File: src/rtl/branch_resolve_if.sv
// Bundle between the pipeline (IF/EX) and the EX-stage branch resolver.
// Stat counters exist only when BR_RESOLVE_STATS_EN is defined.
interface branch_resolve_if;
  logic        stall;
  logic        if_br_valid;
  logic [31:0] if_pc;
  logic        if_pred_taken;
  logic [31:0] if_pred_target;
  logic        ex_br_valid;
  logic [31:0] ex_pc;
  logic        ex_taken;
  logic [31:0] ex_target;
  logic        flush;
  logic [31:0] redirect_pc;
  logic        upd_valid;
  logic        upd_taken;
  logic        upd_mispredict;
  logic        q_full;
  logic        q_err;
`ifdef BR_RESOLVE_STATS_EN
  logic [31:0] stat_branches;
  logic [31:0] stat_mispredicts;

  modport master (
    output stall, if_br_valid, if_pc, if_pred_taken, if_pred_target,
    output ex_br_valid, ex_pc, ex_taken, ex_target,
    input  flush, redirect_pc, upd_valid, upd_taken, upd_mispredict,
    input  q_full, q_err, stat_branches, stat_mispredicts
  );
  modport slave (
    input  stall, if_br_valid, if_pc, if_pred_taken, if_pred_target,
    input  ex_br_valid, ex_pc, ex_taken, ex_target,
    output flush, redirect_pc, upd_valid, upd_taken, upd_mispredict,
    output q_full, q_err, stat_branches, stat_mispredicts
  );
`else
  modport master (
    output stall, if_br_valid, if_pc, if_pred_taken, if_pred_target,
    output ex_br_valid, ex_pc, ex_taken, ex_target,
    input  flush, redirect_pc, upd_valid, upd_taken, upd_mispredict,
    input  q_full, q_err
  );
  modport slave (
    input  stall, if_br_valid, if_pc, if_pred_taken, if_pred_target,
    input  ex_br_valid, ex_pc, ex_taken, ex_target,
    output flush, redirect_pc, upd_valid, upd_taken, upd_mispredict,
    output q_full, q_err
  );
`endif
endinterface

File: src/rtl/branch_resolve.sv
// EX-stage branch resolver: in-order prediction queue, mispredict flush.
// Optional stat counters: define BR_RESOLVE_STATS_EN.
module branch_resolve #(
  parameter int DEPTH = 4,
  parameter int AW    = 2
) (
  input logic              clk,
  input logic              rst,
  branch_resolve_if.slave  bus
);
  typedef enum logic {RUN = 1'b0, FLUSH = 1'b1} st_e;

  localparam logic [AW:0] ONE = {{AW{1'b0}}, 1'b1};

  st_e st_q, st_d;
  logic run, flush_w;

  logic [AW:0] wr_q, wr_d, rd_q, rd_d;
  logic [31:0] pc_mem [DEPTH];
  logic        pt_mem [DEPTH];
  logic [31:0] tg_mem [DEPTH];

  logic empty, full, push, pop, bypass, wr_en, drop;
  logic [31:0] h_pc, h_tg, nxt_pc;
  logic        h_pt, mis, pc_bad;

  logic        uv_q, ut_q, um_q, err_q;
  logic [31:0] redir_q;

  assign empty  = (wr_q == rd_q);
  assign full   = (wr_q[AW] != rd_q[AW]) &&
                  (wr_q[AW-1:0] == rd_q[AW-1:0]);
  assign push   = run & ~bus.stall & bus.if_br_valid;
  assign pop    = run & ~bus.stall & bus.ex_br_valid;
  assign bypass = push & pop & empty;
  assign wr_en  = push & ~bypass & (~full | pop);
  assign drop   = push & full & ~pop;
  assign nxt_pc = bus.ex_taken ? bus.ex_target : bus.ex_pc + 32'd8;

  // Head of queue, or the incoming IF entry when bypassing an empty queue
  always_comb begin
    h_pc = bus.ex_pc;
    h_pt = 1'b0;
    h_tg = '0;
    if (!empty) begin
      h_pc = pc_mem[rd_q[AW-1:0]];
      h_pt = pt_mem[rd_q[AW-1:0]];
      h_tg = tg_mem[rd_q[AW-1:0]];
    end else if (push) begin
      h_pc = bus.if_pc;
      h_pt = bus.if_pred_taken;
      h_tg = bus.if_pred_target;
    end
  end

  assign pc_bad = (h_pc != bus.ex_pc);
  assign mis = (bus.ex_taken != h_pt) |
               (bus.ex_taken & (bus.ex_target != h_tg)) |
               pc_bad;

  // FSM state register
  always_ff @(posedge clk or negedge rst) begin
    if (!rst) st_q <= RUN;
    else      st_q <= st_d;
  end

  // FSM next state
  always_comb begin
    st_d = st_q;
    case (st_q)
      RUN:     if (pop & mis) st_d = FLUSH;
      FLUSH:   st_d = RUN;
      default: st_d = RUN;
    endcase
  end

  // FSM outputs
  always_comb begin
    run     = 1'b0;
    flush_w = 1'b0;
    case (st_q)
      RUN:     run = 1'b1;
      FLUSH:   flush_w = 1'b1;
      default: run = 1'b1;
    endcase
  end

  // Pointer next state; FLUSH empties the queue
  always_comb begin
    wr_d = wr_q;
    rd_d = rd_q;
    if (flush_w) begin
      wr_d = '0;
      rd_d = '0;
    end else begin
      if (wr_en)         wr_d = wr_q + ONE;
      if (pop && !empty) rd_d = rd_q + ONE;
    end
  end

  // Queue pointers
  always_ff @(posedge clk or negedge rst) begin
    if (!rst) begin
      wr_q <= '0;
      rd_q <= '0;
    end else begin
      wr_q <= wr_d;
      rd_q <= rd_d;
    end
  end

  // Queue storage (no reset needed; pointers qualify contents)
  always_ff @(posedge clk) begin
    if (wr_en) begin
      pc_mem[wr_q[AW-1:0]] <= bus.if_pc;
      pt_mem[wr_q[AW-1:0]] <= bus.if_pred_taken;
      tg_mem[wr_q[AW-1:0]] <= bus.if_pred_target;
    end
  end

  // Registered update strobe, redirect and sticky error
  always_ff @(posedge clk or negedge rst) begin
    if (!rst) begin
      uv_q    <= 1'b0;
      ut_q    <= 1'b0;
      um_q    <= 1'b0;
      err_q   <= 1'b0;
      redir_q <= '0;
    end else begin
      uv_q  <= pop;
      ut_q  <= pop & bus.ex_taken;
      um_q  <= pop & mis;
      err_q <= err_q | drop |
               (pop & empty & ~push) | (pop & pc_bad);
      if (pop & mis) redir_q <= nxt_pc;
    end
  end

  assign bus.flush          = flush_w;
  assign bus.redirect_pc    = redir_q;
  assign bus.upd_valid      = uv_q;
  assign bus.upd_taken      = ut_q;
  assign bus.upd_mispredict = um_q;
  assign bus.q_full         = full;
  assign bus.q_err          = err_q;

`ifdef BR_RESOLVE_STATS_EN
  logic [31:0] sb_q, sm_q;

  // Saturating resolve / mispredict counters
  always_ff @(posedge clk or negedge rst) begin
    if (!rst) begin
      sb_q <= '0;
      sm_q <= '0;
    end else begin
      if (pop && sb_q != 32'hFFFF_FFFF)
        sb_q <= sb_q + 32'd1;
      if (pop && mis && sm_q != 32'hFFFF_FFFF)
        sm_q <= sm_q + 32'd1;
    end
  end

  assign bus.stat_branches    = sb_q;
  assign bus.stat_mispredicts = sm_q;
`endif
endmodule

File: src/flat_wrapper.sv
// flat-port wrapper written by rule: the top's interface ports become plain ports
module branch_resolve_flat 
#(
  parameter int DEPTH = 4,
  parameter int AW    = 2
)
  (clk, rst, bus_stall, bus_if_br_valid, bus_if_pc, bus_if_pred_taken, bus_if_pred_target, bus_ex_br_valid, bus_ex_pc, bus_ex_taken, bus_ex_target, bus_flush, bus_redirect_pc, bus_upd_valid, bus_upd_taken, bus_upd_mispredict, bus_q_full, bus_q_err);
  branch_resolve_if bus_i ();
  input logic clk;
  input logic rst;
  input wire logic [$bits(bus_i.stall)-1:0] bus_stall;
  input wire logic [$bits(bus_i.if_br_valid)-1:0] bus_if_br_valid;
  input wire logic [$bits(bus_i.if_pc)-1:0] bus_if_pc;
  input wire logic [$bits(bus_i.if_pred_taken)-1:0] bus_if_pred_taken;
  input wire logic [$bits(bus_i.if_pred_target)-1:0] bus_if_pred_target;
  input wire logic [$bits(bus_i.ex_br_valid)-1:0] bus_ex_br_valid;
  input wire logic [$bits(bus_i.ex_pc)-1:0] bus_ex_pc;
  input wire logic [$bits(bus_i.ex_taken)-1:0] bus_ex_taken;
  input wire logic [$bits(bus_i.ex_target)-1:0] bus_ex_target;
  output wire logic [$bits(bus_i.flush)-1:0] bus_flush;
  output wire logic [$bits(bus_i.redirect_pc)-1:0] bus_redirect_pc;
  output wire logic [$bits(bus_i.upd_valid)-1:0] bus_upd_valid;
  output wire logic [$bits(bus_i.upd_taken)-1:0] bus_upd_taken;
  output wire logic [$bits(bus_i.upd_mispredict)-1:0] bus_upd_mispredict;
  output wire logic [$bits(bus_i.q_full)-1:0] bus_q_full;
  output wire logic [$bits(bus_i.q_err)-1:0] bus_q_err;
  assign bus_i.stall = bus_stall;
  assign bus_i.if_br_valid = bus_if_br_valid;
  assign bus_i.if_pc = bus_if_pc;
  assign bus_i.if_pred_taken = bus_if_pred_taken;
  assign bus_i.if_pred_target = bus_if_pred_target;
  assign bus_i.ex_br_valid = bus_ex_br_valid;
  assign bus_i.ex_pc = bus_ex_pc;
  assign bus_i.ex_taken = bus_ex_taken;
  assign bus_i.ex_target = bus_ex_target;
  assign bus_flush = bus_i.flush;
  assign bus_redirect_pc = bus_i.redirect_pc;
  assign bus_upd_valid = bus_i.upd_valid;
  assign bus_upd_taken = bus_i.upd_taken;
  assign bus_upd_mispredict = bus_i.upd_mispredict;
  assign bus_q_full = bus_i.q_full;
  assign bus_q_err = bus_i.q_err;
  branch_resolve #(.DEPTH(DEPTH), .AW(AW)) u_core (.clk(clk), .rst(rst), .bus(bus_i));
endmodule
File: config.mk
export PLATFORM = sky130hd
export DESIGN_NAME = branch_resolve_flat
export DESIGN_NICKNAME = d
export VERILOG_FILES = /design/src/rtl/branch_resolve_if.sv /design/src/rtl/branch_resolve.sv /design/src/flat_wrapper.sv
export SDC_FILE = /design/constraint.sdc
export NUM_CORES = 1
export LEC_CHECK = 0
export CAP_MARGIN = 10
export CORE_ASPECT_RATIO = 0.6
export CORE_MARGIN = 2
export CORE_UTILIZATION = 54
export DETAILED_ROUTE_END_ITERATION = 8
export PLACE_DENSITY = 0.8
export RECOVER_POWER = 50
export SYNTH_ARGS = -nofsm -noshare
export SYNTH_HDL_FRONTEND = slang
export SYNTH_SLANG_ARGS = --single-unit
export TNS_END_PERCENT = 5
File: constraint.sdc
create_clock -name clk -period 6.8 [get_ports clk]
set_clock_uncertainty 0.1 [all_clocks]
set_input_delay 1.7 -clock clk [delete_from_list [all_inputs] [get_ports clk]]
set_output_delay 1.7 -clock clk [all_outputs]
set_load 0.01 [all_outputs]
==> run summary, run 1 <==
The flow ran to the end, but the final reports show violations. The final reports fail on capacitance limit, slew limit. The critical path crosses 12 cells after its start point. TritonCTS built the clock tree.

In this run, synthesis inferred 260 flip-flops with an integrated enable. The share of cells above drive strength 1 was 14.00%. For the initial antenna violation count, the log shows 6.

Row generation in the floorplan step produced 49 rows. The congestion estimate from routability-driven global placement came to 0.9398. By area the synthesized netlist is led by sky130_fd_sc_hd__edfxtp_1 (47%), sky130_fd_sc_hd__mux4_2 (8.8%), sky130_fd_sc_hd__dfrtp_1 (6.5%). The tightest min-delay check is of the flip-flop to flip-flop type. Total of flip-flops plus latches after synthesis: 303. Headroom to the max-slew limit came out at -77.58%.

Fraction of synthesis flops using an asynchronous set or reset pin: 14.19%. The count of hold buffers inserted by post-cts repair is 0, and the floorplan die height is 140.0 um. The maximum clock frequency came out at 172.4 MHz. The number of global-route vias before repair was 12380; the multiplexer share of the synthesized area was 11.70%.

Maximum clock path buffer count: 3. The first global-routing pass estimated 78.11 mm of wire. The total iterations of the first detailed-routing run is 6. The dominant delay contributor by cell family on the critical path is buffers and inverters. Each instance of the synthesized netlist takes up on average 12.73 um2.

The maximum number of pins on one net before global-route repair was 74; the share of the cycle needed by the critical path after routing was 85.32%. After routing, the total negative slack on setup checks comes to 0 ps. The total via count after detailed routing is 13330, and the required time reported for the critical path endpoint is 7000 ps. The tools report the worst ir drop on vdd as 0.3102 mV.

After floorplanning, the core was sized to cover 0.03016 mm2. The pin slew with the least headroom to its limit is 2664 ps. The post-synthesis cell type with the largest combined area is sky130_fd_sc_hd__edfxtp_1. The worst hold path depth is 1, and the data arrival time at the worst-slack endpoint is 6000 ps. The total routing resource utilization after global routing is 31.98%.

Among the stages of the critical path, the cell type that occurs most often is sky130_fd_sc_hd__buf_4. The number of different library cells used by synthesis comes to 59. The commonest cells after synthesis are sky130_fd_sc_hd__edfxtp_1 (260), sky130_fd_sc_hd__clkbuf_1 (75), sky130_fd_sc_hd__nand2_1 (69).

The floorplan step defined a die boundary enclosing 0.03231 mm2. After layout, the design draws a total of 7.107 mW. The run gives 173 as the number of placed I/O pins.

Walking the worst path, the cells encountered are clkbuf_1, buf_4, nor4bb_1, a41oi_1, a32oi_1, a2111oi_0, buf_4, nand4_1, buf_4, nor2_2, buf_4, a21oi_1. On the worst path, the slowest cell contributes a delay of 960 ps. Among all cell types in the netlist, the one instantiated most often is sky130_fd_sc_hd__edfxtp_1.

After detailed routing, the number of vias per cell comes to 7.210. The depth of the most critical reg-to-reg path is 10. The clock drives 303 sinks. The reg-to-reg setup timing slack came out at 1350 ps. The cell area that synthesis handed to floorplanning was 0.01666 mm2. After detailed routing, the number of remaining DRC violations is 0.

The initial cell density of the core is 55.22%. The number of clock buffers added by TritonCTS is 29. Compared with the post-synthesis result, the final layout area differs by 17.94%. For the source-to-sink clock delay at the later pin of the worst-skew pair, the log shows 570 ps.

After synthesis, the largest area contributor takes up 46.87% of total cell area. The maximum level of the CTS H-tree was 1. Summed over all cells, the static leakage comes to 6.362 nW.

The run gives 0 as the number of failing setup endpoints in the final timing report. Count of buffer and inverter cells on the critical path: 5. The final wirelength was 52.05 mm. The cell count after synthesis came out at 1309.

Detailed placement finished with a half-perimeter wire length of 35.24 mm. In this run the post-CTS setup repair buffer count came out at 0. The clock period minus final worst setup slack works out to 5802 ps. Gates resized during post-CTS repair numbered 0. Clock-pin slew was measured on the worst setup and hold paths at 60 ps. Clock tree root driver cell: sky130_fd_sc_hd__clkbuf_16. The run gives 2329 as the detailed router's first-iteration violation count. The final count of hold timing violations came out at 0. Buffers placed on the I/O ports in this run total 172.

The xor/xnor cell area share of the yosys netlist is 2.036%. After synthesis, the largest family of logic cells by area is simple AND/OR/NAND/NOR gates. For this run the aggregate overflow at the end of global routing stands at 0.

The worst setup path is launched from a primary input. Summing the areas of all compound-gate instances in the mapped netlist gives 12.21% of the synthesized area. The floorplan step set the die width to 230.7 um. Among all stages on the critical path, the largest delay is contributed by sky130_fd_sc_hd__clkbuf_1.

In the final design database the tool counted 1554 nets. In this run the worst path has a maximum fanout of 57. Summing the sequential cell areas from Yosys gives 53.33% of the chip area.

The count of warnings emitted by yosys was 0; the synthesized netlist net count was 1450. The tools report the max-slew violation total from the final report as 107. The cell area power density is 361.7 mW/mm2. By startpoint and endpoint, the worst setup path is classified as primary input to flip-flop.

The worst setup path is captured at a flip-flop. Setup repair after global routing left no endpoint under its margin. Across the run, the number of max-cap violations was 2.

Once detail routing completed, the nets flagged for antenna violations numbered 0. Summing the areas of all and, or, nand and nor instances in the mapped netlist gives 16.14% of the synthesized area. In the final routed layout, each cell accounts on average for 28.15 um. The most used flip-flop cell after synthesis was sky130_fd_sc_hd__edfxtp_1. Summing the areas of all fa, ha and maj instances in the mapped netlist gives 0.4507% of the synthesized area.
==> where the power goes <==
group | leakage [nW] | switching (mW) | internal (mW)
combinational | 3.03 | 1.83 | 1.21
sequential | 2.87 | 0.194 | 2.22
clock | 0.462 | 0.702 | 0.948
total | 6.36 | 2.73 | 4.38
==> layout by cell type, fill, tap and decap left out, drive strengths merged, types with 24 or more instances in the layout <==
| master | n |
|---|---|
| a21oi | 34 |
| a31o | 24 |
| a32oi | 24 |
| a41oi | 24 |
| and3 | 35 |
| buf | 39 |
| clkbuf | 43 |
| clkdlybuf4s50 | 90 |
| dfrtp | 43 |
| dlygate4sd3 | 79 |
| edfxtp | 260 |
| mux2i | 44 |
| mux4 | 65 |
| nand2 | 70 |
| nand3 | 25 |
| nand4 | 56 |
| nor2 | 63 |
| nor3 | 42 |
| nor4 | 25 |
| nor4b | 33 |
| nor4bb | 41 |
| o31ai | 43 |
| xor2 | 25 |
==> state kept, by name (all words and copies together), names as in the netlist <==
signal                     cells
u_core.pc_mem                128
u_core.tg_mem                128
u_core.bus.redirect_pc        32
u_core.pt_mem                  4
u_core.rd_q                    3
u_core.wr_q                    3
u_core.bus.q_err               1
u_core.bus.upd_mispredict      1
u_core.bus.upd_taken           1
u_core.bus.upd_valid           1
u_core.st_q                    1
==> stage by stage <==
stage	instances	util, %	hold slack [ps]	cell area [um2]	setup slack [ps]
after detailed placement	1790	61.90	445.0	18670	1168
after CTS	1844	65.11	460.9	19640	1473
after global routing	1849	65.13	461.8	19650	909.0
after global placement	1790	61.90	428.9	18670	1203
after floorplan	1309	-	417.5	16660	1192
final	1849	65.13	456.1	19650	998.4
==> logic make-up (layout without fill, tap and decap cells) <==
kind of cell,Yosys count,in the layout
and+or+nand+nor,439,439
other,0,5
adders and majority gates,6,6
AOI/OAI and AO/OA,262,262
buffers and inverters,149,276
DFF,303,303
xor gates and xnor gates,37,37
muxes,113,113
==> worst paths after layout <==
check | startpoint | endpoint
max | bus_stall | u_core.st_q$_DFF_PN0_
min in group asynchronous | rst | u_core.wr_q[1]$_DFFE_PN0P_
max in group asynchronous | rst | u_core.rd_q[0]$_DFFE_PN0P_
min reg2reg | u_core.bus.q_err$_DFF_PN0_ | u_core.bus.q_err$_DFF_PN0_
max reg2reg | u_core.rd_q[0]$_DFFE_PN0P_ | u_core.bus.redirect_pc[16]$_DFFE_PN0P_
min | u_core.bus.q_err$_DFF_PN0_ | u_core.bus.q_err$_DFF_PN0_
==> cell type report <==
class	instances	area [um2]
Fill cell	2237	10520
Sequential cell	303	8890
Multi-Input combinational cell	857	7182
Timing Repair Buffer	211	2043
Clock buffer	40	808.3
Tap cell	408	510.5
Clock inverter	14	157.7
Inverter	11	41.29
Antenna cell	5	12.51
==> layer usage <==
layer	vias up	global-route usage, %	routed length (um)
met5	-	0	0
met4	0	10.49	1788
met3	155	8.693	7151
met2	1026	44.66	22130
met1	6520	48.47	20980
li1	5630	-	-
Note: power is estimated with default switching activity, not from simulation.
==> run 2, diff against run 1 <==
--- a/config.mk
+++ b/config.mk
@@ -6,7 +6,7 @@
 export NUM_CORES = 1
 export LEC_CHECK = 0
 export CAP_MARGIN = 10
-export CORE_ASPECT_RATIO = 0.6
+export CORE_ASPECT_RATIO = 1.75
 export CORE_MARGIN = 2
 export CORE_UTILIZATION = 54
 export DETAILED_ROUTE_END_ITERATION = 8
==> run 2 against run 1 <==
The flow still finishes with violations (capacitance limit, slew limit). Sequential cell count unchanged. First-iteration DRC count down 26%. Sequential power about the same. Non-clock buffer count down 8. Via count down 1.1%. Core utilization down 1.3 points. Hold slack worse by 9.9 ps. Cell count down 1.9%. Clock power down 3%. Power down 1.1%. Count of clock-buffer cells in the layout down 11. Routed wire length down 0.61%.
==> run summary, run 2 (synthesis gave the netlist of run 1 again) <==
The run finished, with violations left. The final reports fail on capacitance limit, slew limit. In this run the critical register-to-register path is captured at u_core.bus.redirect_pc[25]$_DFFE_PN0P_. The max-slew violation total from the final report was 107 (unchanged); the number of antenna-violating nets in the routed design was 0 (unchanged).

The final wirelength is 51.73 mm (-0.61%), and the initial antenna violation count is 1 (-5). For the maximum clock frequency, the log shows 189.4 MHz (+9.9%). Total power: 7.030 mW (-1.1%).

The startpoint kind of the worst setup timing path was a flip-flop. The net count reported at finish was 1544 (-0.64%). The signal on the critical path passes through xor2_4, buf_4, nor4_1, or3_1, a22oi_1, nand4_1, nor4_4, buf_4, nor3_1, a311o_1. The number of remaining DRC errors is 0 (unchanged), and the clock buffer count from CTS is 27 (-6.9%).

The worst ir drop on vdd came out at 0.2788 mV (-10%). The headroom to the max-slew limit is -79.78% (-2.2 points). The share of cells above drive strength 1 came out at 13.29% (-0.71 points).

Floorplan die height: 236.3 um (+69%). The classification of the worst-slack hold path was flip-flop to flip-flop. The post-cts repair resize count came out at 0 (unchanged). In the layout the commonest cells are sky130_fd_sc_hd__edfxtp_1 (260), sky130_fd_sc_hd__clkdlybuf4s50_1 (87), sky130_fd_sc_hd__dlygate4sd3_1 (82). Count of hold buffers inserted by post-cts repair: 0 (unchanged).

The clock period minus final worst setup slack works out to 5278 ps (-523.2 ps). The category of the worst setup path capture point was a flip-flop. The total iterations of the first detailed-routing run came out at 6 (unchanged). The tools report the worst min-delay path endpoint as u_core.bus.redirect_pc[0]$_DFFE_PN0P_. The clock tree root driver cell is sky130_fd_sc_hd__clkbuf_16.

The run gives 12590 (+1.6%) as the number of global-route vias before repair. The per-cell via count in the routed design was 7.270 (+0.83%). The weighted congestion reported at the end of routability-driven placement was 0.9657 (+2.8%); the total of buffers placed on input and output ports was 172 (unchanged). For the reg-to-reg setup timing slack, the log shows 1520 ps (+170 ps). TritonCTS built the clock tree.

The source-to-sink clock delay at the later pin of the worst-skew pair was 560 ps (about the same). The data arrival time at the worst-slack endpoint is 5630 ps (-370 ps). Setup repair after global routing left no endpoint under its margin. The pin slew with the least headroom to its limit works out to 2697 ps (+33.11 ps). The signed area change from the synthesized netlist to the final layout was 16.89%. In this design, the critical path's most frequently occurring cell is sky130_fd_sc_hd__buf_4.

The cell area power density was 361.1 mW/mm2 (-0.19%). The detailed router's first-iteration violation count was 1728 (-26%). For the count of inserted antenna diode cells, the log shows 0 (-5).

The largest incremental delay on the critical path is 1040 ps (+80 ps). The number of failing setup endpoints in the final timing report came out at 0 (unchanged). For the placed wire-length estimate, the log shows 34.06 mm (-3.4%). Standard-cell row count: 85 (+73%).

The number of max-cap violations was 2 (unchanged). The initial cell density of the core is 54.57% (-0.65 points). Cell at the slowest stage of the critical path: sky130_fd_sc_hd__xor2_4. Required time reported for the critical path endpoint: 7150 ps (+150 ps). The share of the cycle needed by the critical path after routing is 77.62% (-7.7 points). Beginning of the worst register-to-register path: u_core.rd_q[0]$_DFFE_PN0P_. The total via count after detailed routing is 13180 (-1.1%), and the clock sink count is 303 (unchanged). The run gives 6.296 nW (-1.0%) as the leakage power summed over all cells. The logs give 0.03052 mm2 (+1.2%) for the floorplan core area and 3 (unchanged) for the maximum clock path buffer count. The width of the die is 136.8 um (-41%), and the register clock-pin slew on the reported worst setup and hold paths is 70 ps (about the same). The wire length of the first global-routing pass was 77.38 mm (-0.93%); the worst hold path depth was 2 (+1).

The worst setup path is of the flip-flop to flip-flop kind. The maximum number of pins on one net before global-route repair is 94 (+27%), and the die area is 0.03232 mm2 (about the same). The tools report the source of the worst hold timing path as u_core.bus.redirect_pc[0]$_DFFE_PN0P_.

The final routed wire length divided by cell count was 28.53 um (+1.4%); the total congestion overflow was 0 (unchanged). The run gives 0 (unchanged) as the final count of hold timing violations. The maximum fanout along the worst path came out at 41 (-28%). The depth of the most critical reg-to-reg path came out at 10 (unchanged).

The most common cell after layout, fill and taps aside was sky130_fd_sc_hd__edfxtp_1. The setup fix buffers added after clock tree synthesis is 0 (unchanged), and the maximum level of the CTS H-tree is 1 (unchanged). Total routing resource utilization after global routing: 32.20% (+0.22 points).

The number of placed I/O pins is 173 (unchanged), and the setup TNS is 0 ps (unchanged).
==> run 2: cell count changes in the layout (fill, tap and decap cells not counted), sizes merged <==
| cell | previous run | this run |
|---|---|---|
| buf | 39 | 32 |
| bufinv | 3 | 5 |
| clkbuf | 43 | 31 |
| clkdlybuf4s50 | 90 | 87 |
| clkinv | 6 | 10 |
| clkinvlp | 4 | 3 |
| diode | 5 | 0 |
| dlygate4sd3 | 79 | 82 |
==> run 2: worst max-delay path: cells and delay by family, from the launching register on <==
family / cells / cell delay, ps
compound gates: 2 / 710
flops: 1 / 970
simple gates: 5 / 1170
buf+inv: 2 / 1120
xor+xnor: 1 / 1040
==> run 2: power by group <==
| group | switching, mW | total (mW) | internal (mW) |
|---|---|---|---|
| Sequential | 0.187 | 2.41 | 2.22 |
| Clock | 0.684 | 1.60 | 0.915 |
| Combinational | 1.84 | 3.02 | 1.18 |
==> run 2: worst max path at each step <==
stage               slack, ps  depth (start not counted)                  startpoint                                      to
finish                   1520                         10  u_core.rd_q[0]$_DFFE_PN0P_  u_core.bus.redirect_pc[25]$_DFFE_PN0P_
global placement         1430                          9                   bus_stall          u_core.tg_mem[1][30]$_DFFE_PP_
CTS                      1640                          3  u_core.rd_q[0]$_DFFE_PN0P_                              bus_q_full
global route             1310                         10  u_core.rd_q[0]$_DFFE_PN0P_  u_core.bus.redirect_pc[23]$_DFFE_PN0P_
detailed placement       1390                          9                   bus_stall          u_core.tg_mem[1][30]$_DFFE_PP_
floorplan                1190                         10                   bus_stall           u_core.pc_mem[3][0]$_DFFE_PP_
==> run 2: per-stage QoR <==
| stage | utilization [%] | instance area, um2 | instances | hold slack (ps) | worst slack, ps |
|---|---|---|---|---|---|
| after global routing | 63.79 | 19470 | 1813 | 502.8 | 1309 |
| after floorplan | - | 16660 | 1309 | 417.5 | 1192 |
| after global placement | 60.83 | 18570 | 1765 | 421.8 | 1427 |
| after detailed placement | 60.83 | 18570 | 1765 | 440.0 | 1385 |
| final | 63.79 | 19470 | 1813 | 446.2 | 1522 |
| after CTS | 63.80 | 19470 | 1813 | 457.9 | 1641 |
==> run 2: routing by layer <==
| metal | global-route usage, % | part of all wire [%] |
|---|---|---|
| met5 | 0 | 0.017 |
| met4 | 17.80 | 6.7 |
| met3 | 5.287 | 11 |
| met2 | 52.53 | 49 |
| met1 | 40.57 | 33 |
==> run 2: cell type report <==
class | instances | area, um2
repair buffers | 203 | 1959
fillers | 2273 | 11050
flip-flops and latches | 303 | 8890
clock inverters | 19 | 225.2
clock buffers | 29 | 683.2
well taps | 391 | 489.2
multi-input cells | 857 | 7182
inverters | 11 | 41.29
